`src/rtl/mem_arb_pkg.sv`:
```
// Shared types and constants for the data-memory arbiter.
// Holds the FSM state encoding, the requester port ids and the default memory depth.
// Imported by mem_arbiter and rr_arb2.
package mem_arb_pkg;

    typedef enum logic [1:0] {
        IDLE   = 2'd0,
        ACCESS = 2'd1,
        DONE   = 2'd2
    } state_t;

    // Port ids double as bit positions in the arbiter request/grant vectors.
    localparam logic PORT_FETCH = 1'b0;
    localparam logic PORT_DATA  = 1'b1;

    localparam int MEM_DEPTH_DEF = 1024;

endpackage

```
`src/rtl/rr_arb2.sv`:
```
// Two-way round-robin arbiter, purely combinational.
// Ports: req[1:0] (bit0 fetch, bit1 data), last = port that won the previous tie,
//        grant[1:0] one-hot (all zero when nothing is requested).
module rr_arb2
    import mem_arb_pkg::*;
(
    input  logic [1:0] req,
    input  logic       last,
    output logic [1:0] grant
);

    always_comb begin
        grant = 2'b00;
        case (req)
            2'b01:   grant = 2'b01;
            2'b10:   grant = 2'b10;
            // On a tie the port that did not win the previous tie goes first.
            2'b11:   grant = (last == PORT_FETCH) ? 2'b10 : 2'b01;
            default: grant = 2'b00;
        endcase
    end

endmodule

```
`src/rtl/mem_arbiter.sv`:
```
// Shares the single-port data memory between instruction fetch (read-only) and the
// data/stack port (read/write): IDLE grants, ACCESS drives the memory for one cycle
// (memory acts on that cycle's negedge), DONE pulses the winner's ack. Ack arrives two
// posedges after the request is first seen.
// Ports: clk/rst (sync, active-high); if_* fetch port; d_* data port; mem_* memory
// port; busy is high whenever the FSM is not in IDLE.
module mem_arbiter
    import mem_arb_pkg::*;
#(
    parameter int ADDR_W    = 64,
    parameter int DATA_W    = 64,
    parameter int MEM_DEPTH = MEM_DEPTH_DEF
) (
    input  logic              clk,
    input  logic              rst,

    input  logic              if_req,
    input  logic [ADDR_W-1:0] if_addr,
    output logic              if_ack,
    output logic [DATA_W-1:0] if_rdata,
    output logic              if_err,

    input  logic              d_req,
    input  logic              d_we,
    input  logic [ADDR_W-1:0] d_addr,
    input  logic [DATA_W-1:0] d_wdata,
    output logic              d_ack,
    output logic [DATA_W-1:0] d_rdata,
    output logic              d_err,

    output logic [ADDR_W-1:0] mem_addr,
    output logic              mem_we,
    output logic [DATA_W-1:0] mem_wdata,
    input  logic [DATA_W-1:0] mem_rdata,
    input  logic              mem_err,

    output logic              busy
);

    state_t            state_q,     state_d;
    logic              rr_last_q,   rr_last_d;
    logic              port_q,      port_d;
    logic              we_q,        we_d;
    logic              err_pre_q,   err_pre_d;
    logic [ADDR_W-1:0] mem_addr_q,  mem_addr_d;
    logic [DATA_W-1:0] mem_wdata_q, mem_wdata_d;
    logic              mem_we_q,    mem_we_d;
    logic              if_ack_q,    if_ack_d;
    logic              if_err_q,    if_err_d;
    logic [DATA_W-1:0] if_rdata_q,  if_rdata_d;
    logic              d_ack_q,     d_ack_d;
    logic              d_err_q,     d_err_d;
    logic [DATA_W-1:0] d_rdata_q,   d_rdata_d;

    logic [1:0]        req_vec;
    logic [1:0]        grant;
    logic              sel_data;
    logic [ADDR_W-1:0] sel_addr;
    logic              sel_we;
    logic              sel_bad;
    logic              acc_err;

    assign req_vec = {d_req, if_req};

    rr_arb2 u_rr_arb2 (
        .req   (req_vec),
        .last  (rr_last_q),
        .grant (grant)
    );

    assign sel_data = grant[1];
    assign sel_addr = sel_data ? d_addr : if_addr;
    assign sel_we   = sel_data & d_we;   // fetch is read-only
    assign sel_bad  = (sel_addr == '0) || (sel_addr >= ADDR_W'(MEM_DEPTH));
    assign acc_err  = err_pre_q | mem_err;

    always_comb begin
        state_d     = state_q;
        rr_last_d   = rr_last_q;
        port_d      = port_q;
        we_d        = we_q;
        err_pre_d   = err_pre_q;
        mem_addr_d  = mem_addr_q;
        mem_wdata_d = mem_wdata_q;
        mem_we_d    = 1'b0;
        if_ack_d    = 1'b0;
        if_err_d    = if_err_q;
        if_rdata_d  = if_rdata_q;
        d_ack_d     = 1'b0;
        d_err_d     = d_err_q;
        d_rdata_d   = d_rdata_q;

        case (state_q)
            IDLE: begin
                if (grant != 2'b00) begin
                    state_d     = ACCESS;
                    port_d      = sel_data ? PORT_DATA : PORT_FETCH;
                    we_d        = sel_we;
                    err_pre_d   = sel_bad;
                    mem_addr_d  = sel_addr;
                    mem_wdata_d = sel_data ? d_wdata : '0;
                    // A bad address never reaches the memory as a write.
                    mem_we_d    = sel_we & ~sel_bad;
                    if (req_vec == 2'b11) begin
                        rr_last_d = sel_data ? PORT_DATA : PORT_FETCH;
                    end
                end
            end

            ACCESS: begin
                state_d = DONE;
                if (port_q == PORT_DATA) begin
                    d_ack_d = 1'b1;
                    d_err_d = acc_err;
                    if (!we_q) begin
                        d_rdata_d = mem_rdata;
                    end
                end else begin
                    if_ack_d   = 1'b1;
                    if_err_d   = acc_err;
                    if_rdata_d = mem_rdata;
                end
            end

            DONE: begin
                state_d = IDLE;
            end

            default: begin
                state_d = IDLE;
            end
        endcase
    end

    always_ff @(posedge clk) begin
        if (rst) begin
            state_q     <= IDLE;
            rr_last_q   <= PORT_FETCH;
            port_q      <= PORT_FETCH;
            we_q        <= 1'b0;
            err_pre_q   <= 1'b0;
            mem_addr_q  <= '0;
            mem_wdata_q <= '0;
            mem_we_q    <= 1'b0;
            if_ack_q    <= 1'b0;
            if_err_q    <= 1'b0;
            if_rdata_q  <= '0;
            d_ack_q     <= 1'b0;
            d_err_q     <= 1'b0;
            d_rdata_q   <= '0;
        end else begin
            state_q     <= state_d;
            rr_last_q   <= rr_last_d;
            port_q      <= port_d;
            we_q        <= we_d;
            err_pre_q   <= err_pre_d;
            mem_addr_q  <= mem_addr_d;
            mem_wdata_q <= mem_wdata_d;
            mem_we_q    <= mem_we_d;
            if_ack_q    <= if_ack_d;
            if_err_q    <= if_err_d;
            if_rdata_q  <= if_rdata_d;
            d_ack_q     <= d_ack_d;
            d_err_q     <= d_err_d;
            d_rdata_q   <= d_rdata_d;
        end
    end

    assign mem_addr  = mem_addr_q;
    assign mem_wdata = mem_wdata_q;
    assign mem_we    = mem_we_q;
    assign if_ack    = if_ack_q;
    assign if_err    = if_err_q;
    assign if_rdata  = if_rdata_q;
    assign d_ack     = d_ack_q;
    assign d_err     = d_err_q;
    assign d_rdata   = d_rdata_q;
    assign busy      = (state_q != IDLE);

endmodule

```
`config.mk`:
```
export PLATFORM = sky130hd
export DESIGN_NAME = mem_arbiter
export DESIGN_NICKNAME = d
export VERILOG_FILES = /design/src/rtl/mem_arb_pkg.sv /design/src/rtl/rr_arb2.sv /design/src/rtl/mem_arbiter.sv
export SDC_FILE = /design/constraint.sdc
export NUM_CORES = 1
export LEC_CHECK = 0
export BUFFER_PORTS_ARGS = -buffer_cell sky130_fd_sc_hd__buf_2
export CAP_MARGIN = 0
export CORE_AREA = 2 2 205 207
export CTS_CLUSTER_SIZE = 20
export DETAILED_ROUTE_END_ITERATION = 6
export DIE_AREA = 0 0 207 209
export MAX_ROUTING_LAYER = met4
export RECOVER_POWER = 25
export SETUP_SLACK_MARGIN = 0.2
export SLEW_MARGIN = 20
export SYNTH_ARGS = -nofsm -noshare
export SYNTH_HDL_FRONTEND = slang
export SYNTH_SLANG_ARGS = --single-unit
```
`constraint.sdc`:
```
create_clock -name clk -period 1.5 [get_ports clk]
set_input_delay 0.075 -clock clk [delete_from_list [all_inputs] [get_ports clk]]
set_output_delay 0.075 -clock clk [all_outputs]
set_load 0.05 [all_outputs]
```
==> summary.md, run 1 <==
| Metric | Value |
|---|---|
| Result of the run | `finished, final reports clean` |
| Synth async-reset ratio | `0` |
| Clock tree root buffer cell | `clkbuf_16` |
| Sw Share | `0.3249` |
| Number of iterations in the first detailed-routing pass | `5` |
| Total number of placement rows | `75` |
| Max-capacitance violation count | `0` |
| Netlist cell types | `31` |
| # IOs | `approximately 520` |
| Final TNS setup | `0 ns` |
| Maximum operating frequency | `just under 0.7 GHz` |
| Global route total overflow | `0` |
| Floorplan die height | `approximately 210 microns` |
| Clock network latency to the later pin of the worst-skew pair | `0.54 ns` |
| FF+latch count, synth | `roughly 270` |
| Initial core utilization | `0.2409` |
| Hold/Removal Path Class | `in -> reg` |
| Share of final-layout standard cells stronger than drive strength 1 | `0.4057` |
| Largest cells by area after synthesis | `dfxtp_1 54%, nand2_1 9.8%, a21oi_1 6.6%, mux2i_1 6.4%, a22o_1 5.6%` |
| Least setup slack across all paths after layout | `roughly 0.014 ns` |
| Cell area reported after detailed placement | `approximately 13000 sq um` |
| Cell Pwr Density | `1111 nW/um^2` |
| Data arrival time at the worst-slack endpoint | `1.92 ns` |
| Core box area | `around 41000 sq um` |
| Register clock-pin slew on the reported worst setup and hold paths | `roughly 0.060 ns` |
| Worst slew margin relative to its limit | `0.5058` |
| Synthesized netlist cell count | `between 1000 and 1500` |
| Setup Crit Path Kind | `reg -> reg` |
| Final Hold Violating Endpoints | `0` |
| Total power of the final layout | `around 20 mW` |
| Maximum buffer depth of the clock tree | `3` |
| Level count of the clock H-tree | `1` |
| Area growth syn-to-layout | `84.10%` |
| Count of final setup violators | `0` |
| Fraction of the yosys area taken by sequential cells | `0.5374` |
| Cell taking the most area after synthesis | `dfxtp_1` |
| Area share of the leading cell type in the synthesized netlist | `0.5374` |
| Remaining design rule violation count | `0` |
| Worst-path fanout max | `6` |
| Overall routed net length | `about 45 mm` |
| Number of DRC violations after detailed-routing iteration 0 | `854` |
| Routed length per instance | `~18 microns` |
| Top_reg_cell synth | `dfxtp_1` |
| Clock tree from TritonCTS | `yes` |
| Vias per cell | `around 4.8` |
| Final Net Count | `2177` |
| Number of global-route vias before repair | `around 12000` |
| Cell area after layout | `18310 sq um` |
| Post-synthesis net count | `roughly 1300` |
| Worst setup slack after placement | `0.004894 ns` |
| Area enclosed by the die boundary | `about 43000 sq um` |
| Cell internal pwr | `about 14 mW` |
| Maximum resistive drop on vdd | `0.6487 mV` |
| Setup repair after global routing missed its margin | `true` |
| Portion of total power attributed to the clock network | `0.336` |
| Initial antenna violation count | `1` |
| Yosys warnings | `0` |
| Number of buffers inserted during clock tree synthesis | `29` |
| Pin count of the biggest net entering global routing | `roughly 140` |
| Max Transition Viols Final | `0` |
| Final Cycle Share | `0.9907` |
| Detailed placement HPWL | `approximately 26 mm` |
| Category of the worst setup path launch point | `register` |
| Number of synthesized flops with an enable pin | `0` |
| Syn Std Cell Area | `slightly below 10000 sq um` |
| Required time of the critical path | `about 1.9 ns` |
| GRT Total Usage | `0.1911` |
| DRT antenna net count | `0` |
| Die X-Extent | `about 210 microns` |
| Average instance area after synthesis | `around 9 sq um` |
| Worst-margin pin slew | `0.7412 ns` |
| Global placer's final weighted congestion | `between 1 and 1.5` |
| Kind of capture point of the worst setup path | `register` |
| Pleak | `about 8.3 nW` |
| Portion of total power attributed to combinational logic | `0.277` |
| Worst Clk Skew | `roughly 0.0077 ns` |
| Port buffer count | `523` |
| Sink count of the clock tree | `between 200 and 300` |
| Flop pwr share | `0.387` |
| Post-layout min period | `1.486 ns` |
| Wire length of the first global-routing pass | `approximately 65 mm` |
| Via count | `roughly 12000` |
| P_sw | `between 6 and 7 mW` |
per-layer routing:
metal  global-route usage  routed length, microns
met1               0.2171                   17670
met2               0.3271                   22520
met3              0.03261                    2958
met4              0.09113                    2107
met5                    -                       0
cell usage after synthesis, types with 4 or more instances:
cell      count
a211oi_1     46
a211oi_2     20
a21oi_1     131
a22o_1       64
buf_2        48
buf_4         4
buf_6         4
clkbuf_1     27
dfxtp_1     267
mux2i_1      64
nand2_1     259
nand4_1       7
nor2_1       85
nor4_1       30
per-stage QoR:
step	std cells	util	hold slack, ns
floorplan	1081	-	0.2076
global placement	2103	0.3253	0.2923
detailed placement	2103	0.3253	0.2938
CTS	2434	0.4217	0.01691
global route	2475	0.4435	0.06521
finish	2475	0.4435	0.04828
cell usage in the layout (no fill, tap or decap), types with 3 or more instances in the layout:
cell,n
a211oi_2,32
a21oi_2,7
clkbuf_1,8
buf_6,14
buf_2,521
nand2_4,13
dlygate4sd3_1,260
nor2_1,78
nand2_2,31
buf_12,25
clkbuf_16,41
nor4_1,29
nor2_2,4
nand4_1,7
clkinv_2,4
nand3_1,3
clkbuf_8,9
nor2_4,5
a22o_1,64
mux2i_1,54
a211oi_1,34
dfxtp_1,264
buf_16,9
buf_8,4
mux2i_2,8
nand2_1,215
a21oi_1,124
buf_4,42
flip-flops by register name, summed over array words and instances (netlist names), 2 cells and up:
register   flops
d_rdata       64
mem_wdata     64
if_rdata      64
mem_addr      64
state_q        2
critical path: stages, from the launching register on:
cell and delay (ns):
dfxtp_2 0.34, nor2_4 0.16, inv_6 0.05, nor2_4 0.15
buf_6 0.14, clkbuf_16 0.16, buf_12 0.12, nor2_1 0.05
a211oi_1 0.21
final cells by class:
class,count,area [sq um]
clock buffer,46,879.6
multi-input combinational,727,4508
antenna,1,2.502
timing repair buffer,889,6857
tap,539,674.4
sequential,267,5351
clock inverter,5,28.78
fill,3827,22980
inverter,1,8.758
power groups by stage:
stage	logic, mW	registers [mW]	clock network (mW)
5_1_grt	5.90	7.92	7.27
4_1_cts	5.10	7.85	7.03
3_3_place_gp	4.32	7.99	0
6_report	5.64	7.88	6.83
3_5_place_dp	4.36	8.00	0
2_1_floorplan	1.30	9.61	0
cell families (layout without fill, tap and decap cells):
kind of cell | after synthesis | after routing | synth area share
muxes | 64 | 64 | 0.06441
xor gates and xnor gates | 1 | 1 | 0.0008808
buffers and inverters | 87 | 941 | 0.04831
AOI/OAI and AO/OA | 267 | 267 | 0.1871
other | 0 | 1 | 0
and+or+nand+nor | 395 | 395 | 0.1619
DFF | 267 | 267 | 0.5374
timing repair:
action / 4_1_cts / 5_1_grt
resized for setup: 29 / 102
pin swaps: 4 / 80
buffers inserted: 10 / 25
hold endpoints to repair: 264 / 0
hold buffers: 260 / 0
setup endpoints to repair: 266 / 276
gates cloned: 10 / 15
final timing paths:
check	start	to	slack, ns	cells after the start
max	state_q[1]	mem_addr[31]	0.01	8
min reg2reg	if_rdata[57]	if_rdata[57]	0.45	2
min	if_req	rr_last_q	0.05	4
max reg2reg	state_q[1]	mem_addr[31]	0.01	8
(Power assumes the default switching activity.)
==> run 2, diff against run 1 <==
--- a/config.mk
+++ b/config.mk
@@ -12,6 +12,7 @@
 export DETAILED_ROUTE_END_ITERATION = 6
 export DIE_AREA = 0 0 207 209
 export MAX_ROUTING_LAYER = met4
+export PLACE_DENSITY = 0.59
 export RECOVER_POWER = 25
 export SETUP_SLACK_MARGIN = 0.2
 export SLEW_MARGIN = 20
==> summary.md, run 2 (synthesis results as in run 1) <==
| Metric | Value |
|---|---|
| Post-layout min period | `about 1.5 ns` |
| Level count of the clock H-tree | `1` |
| Port buffer count | `around 520` |
| Initial antenna violation count | `0` |
| Number of buffers inserted during clock tree synthesis | `29` |
| Cell family with the largest share of critical-path delay | `buffers and inverters` |
| Max Transition Viols Final | `0` |
| GRT Total Usage | `0.1866` |
| Slowest stage cell on the critical path | `dfxtp_2` |
| Routed length per instance | `about 18 microns` |
| Number of iterations in the first detailed-routing pass | `5` |
| Clock network latency to the later pin of the worst-skew pair | `approximately 0.55 ns` |
| Commonest cells after routing, fill and taps aside | `521 x buf_2, 264 x dfxtp_1, 261 x dlygate4sd3_1` |
| Category of the worst setup path launch point | `register` |
| # IOs | `about 520` |
| Data arrival time at the worst-slack endpoint | `approximately 1.9 ns` |
| Worst slew margin relative to its limit | `0.5761` |
| Pin count of the biggest net entering global routing | `roughly 120` |
| Global route total overflow | `0` |
| Remaining design rule violation count | `0` |
| Clock tree from TritonCTS | `yes` |
| Area enclosed by the die boundary | `between 40000 and 50000 sq um` |
| Number of global-route vias before repair | `around 11000` |
| Maximum buffer depth of the clock tree | `3` |
| End of the worst hold path | `rr_last_q` |
| Vias per cell | `4.646` |
| Number of DRC violations after detailed-routing iteration 0 | `832` |
| Wire length of the first global-routing pass | `about 63 mm` |
| Floorplan die height | `between 200 and 250 microns` |
| Area growth syn-to-layout | `79.93%` |
| Worst setup slack after placement | `-0.1427 ns` |
| R2R setup slack | `0.03 ns` |
| Worst min-delay path startpoint | `d_req` |
| Initial core utilization | `0.2409` |
| Sink count of the clock tree | `approximately 270` |
| Via count | `~11000` |
| Worst path cell trace | `nor2_4 > inv_6 > nor2_4 > buf_6 > buf_6 > nor2_4 > clkbuf_16 > a22o_1` |
| Setup repair after global routing missed its margin | `true` |
| Overall routed net length | `between 40 and 50 mm` |
| Final Net Count | `around 2200` |
| DRT antenna net count | `0` |
| Placed instance count | `2111` |
| Fin Hold WS | `0.04060 ns` |
| Total number of placement rows | `75` |
| Register clock-pin slew on the reported worst setup and hold paths | `0.06 ns` |
| Final TNS setup | `0 ns` |
| Detailed placement HPWL | `27.65 mm` |
| Final Hold Violating Endpoints | `0` |
| Hold/Removal Path Class | `in -> reg` |
| Max-capacitance violation count | `0` |
| Number of buffer and inverter instances along the worst setup path | `4` |
| Most common cell after layout, fill and taps aside | `buf_2` |
| Kind of capture point of the worst setup path | `register` |
| Count of final setup violators | `0` |
| Maximum resistive drop on vdd | `around 0.73 mV` |
| Cell area reported after detailed placement | `between 10000 and 15000 sq um` |
| Cell area after layout | `17900 sq um` |
| R2r endpoint | `mem_wdata[3]` |
| Number of instances on the worst hold path | `4` |
| Worst path most repeated cell | `nor2_4` |
| Core box area | `slightly above 40000 sq um` |
| Final core area utilization | `0.4334` |
| Least setup slack across all paths after layout | `0.02688 ns` |
| Final Cycle Share | `0.9821` |
| Global placer's final weighted congestion | `around 1.0` |
| Depth of the worst register-to-register path | `8` |
| Die X-Extent | `207 microns` |
| Pleak | `around 8 nW` |
| Share of final-layout standard cells stronger than drive strength 1 | `0.3858` |
| Setup Crit Path Kind | `reg -> reg` |
| Worst-margin pin slew | `roughly 0.64 ns` |
| Required time of the critical path | `between 1.5 and 2 ns` |
| Result of the run | `finished, final reports clean` |
| Delay contributed by the slowest stage of the critical path | `0.34 ns` |
| Maximum operating frequency | `roughly 0.68 GHz` |
| Final Non-Filler Cells | `2452` |
| Worst Clk Skew | `around 0.0065 ns` |
| Cell Pwr Density | `~1100 nW/um^2` |
| Clock tree root buffer cell | `clkbuf_16` |
| Antenna diode count | `0` |
| Reg2reg start | `state_q[1]` |
| Worst-path fanout max | `15` |
| Total power of the final layout | `20.40 mW` |
## run 2: changes by cell type in the layout (fill, tap and decap cells not counted), sizes merged
| cell | delta |
|---|---|
| buf | -16 |
| dlygate4sd3 | +1 |
| diode | -1 |
| clkinv | +5 |
| clkbuf | -12 |
| bufinv | +2 |
| bufbuf | -2 |
## run 2: cell type report
type                    instances  area, sq um
inverters                       1        8.758
flip-flops and latches        267         5349
clock inverters                12        113.9
multi-input cells             727         4456
fillers                      3901        23390
well taps                     539        674.4
repair buffers                867         6481
clock buffers                  39        813.3
## run 2: worst max-delay path by stage
stage,from,cells after the start,endpoint,slack [ns]
6_report,state_q[1],8,mem_wdata[3],0.03
5_1_grt,state_q[1],8,mem_addr[25],-0.06
4_1_cts,state_q[1],5,if_rdata[33],0.05
3_5_place_dp,if_addr[32],7,err_pre_q,-0.14
3_3_place_gp,if_addr[32],7,err_pre_q,-0.13
2_1_floorplan,state_q[1],6,if_rdata[10],0.19
## run 2: power breakdown
part / internal, mW / total (mW) / switching [mW]
clock: 4.12 / 7.06 / 2.94
combinational: 2.06 / 5.48 / 3.42
sequential: 7.59 / 7.86 / 0.273
total: 13.8 / 20.4 / 6.63
## run 2: what timing repair did
item / in CTS / in global routing
resized for setup: 41 / 67
pin swaps: 2 / 13
buffers inserted: 7 / 9
setup endpoints to repair: 268 / 289
gates cloned: 5 / 8
hold buffers: 261 / 0
endpoints found under the hold margin: 265 / 0
## run 2: worst register-to-register path, stage by stage (launching register included)
cell	delay, ns
dfxtp_2	0.34
nor2_4	0.17
inv_6	0.05
nor2_4	0.15
buf_6	0.13
buf_6	0.09
nor2_4	0.06
clkbuf_16	0.19
a22o_1	0.19
## run 2: layer usage
| layer | global-route usage | vias up | wire (microns) |
|---|---|---|---|
| li1 | - | 5401 | - |
| met1 | 0.2088 | 5356 | 17360 |
| met2 | 0.3294 | 510 | 22160 |
| met3 | 0.03111 | 126 | 2454 |
| met4 | 0.07685 | 0 | 1741 |
| met5 | - | - | 0 |
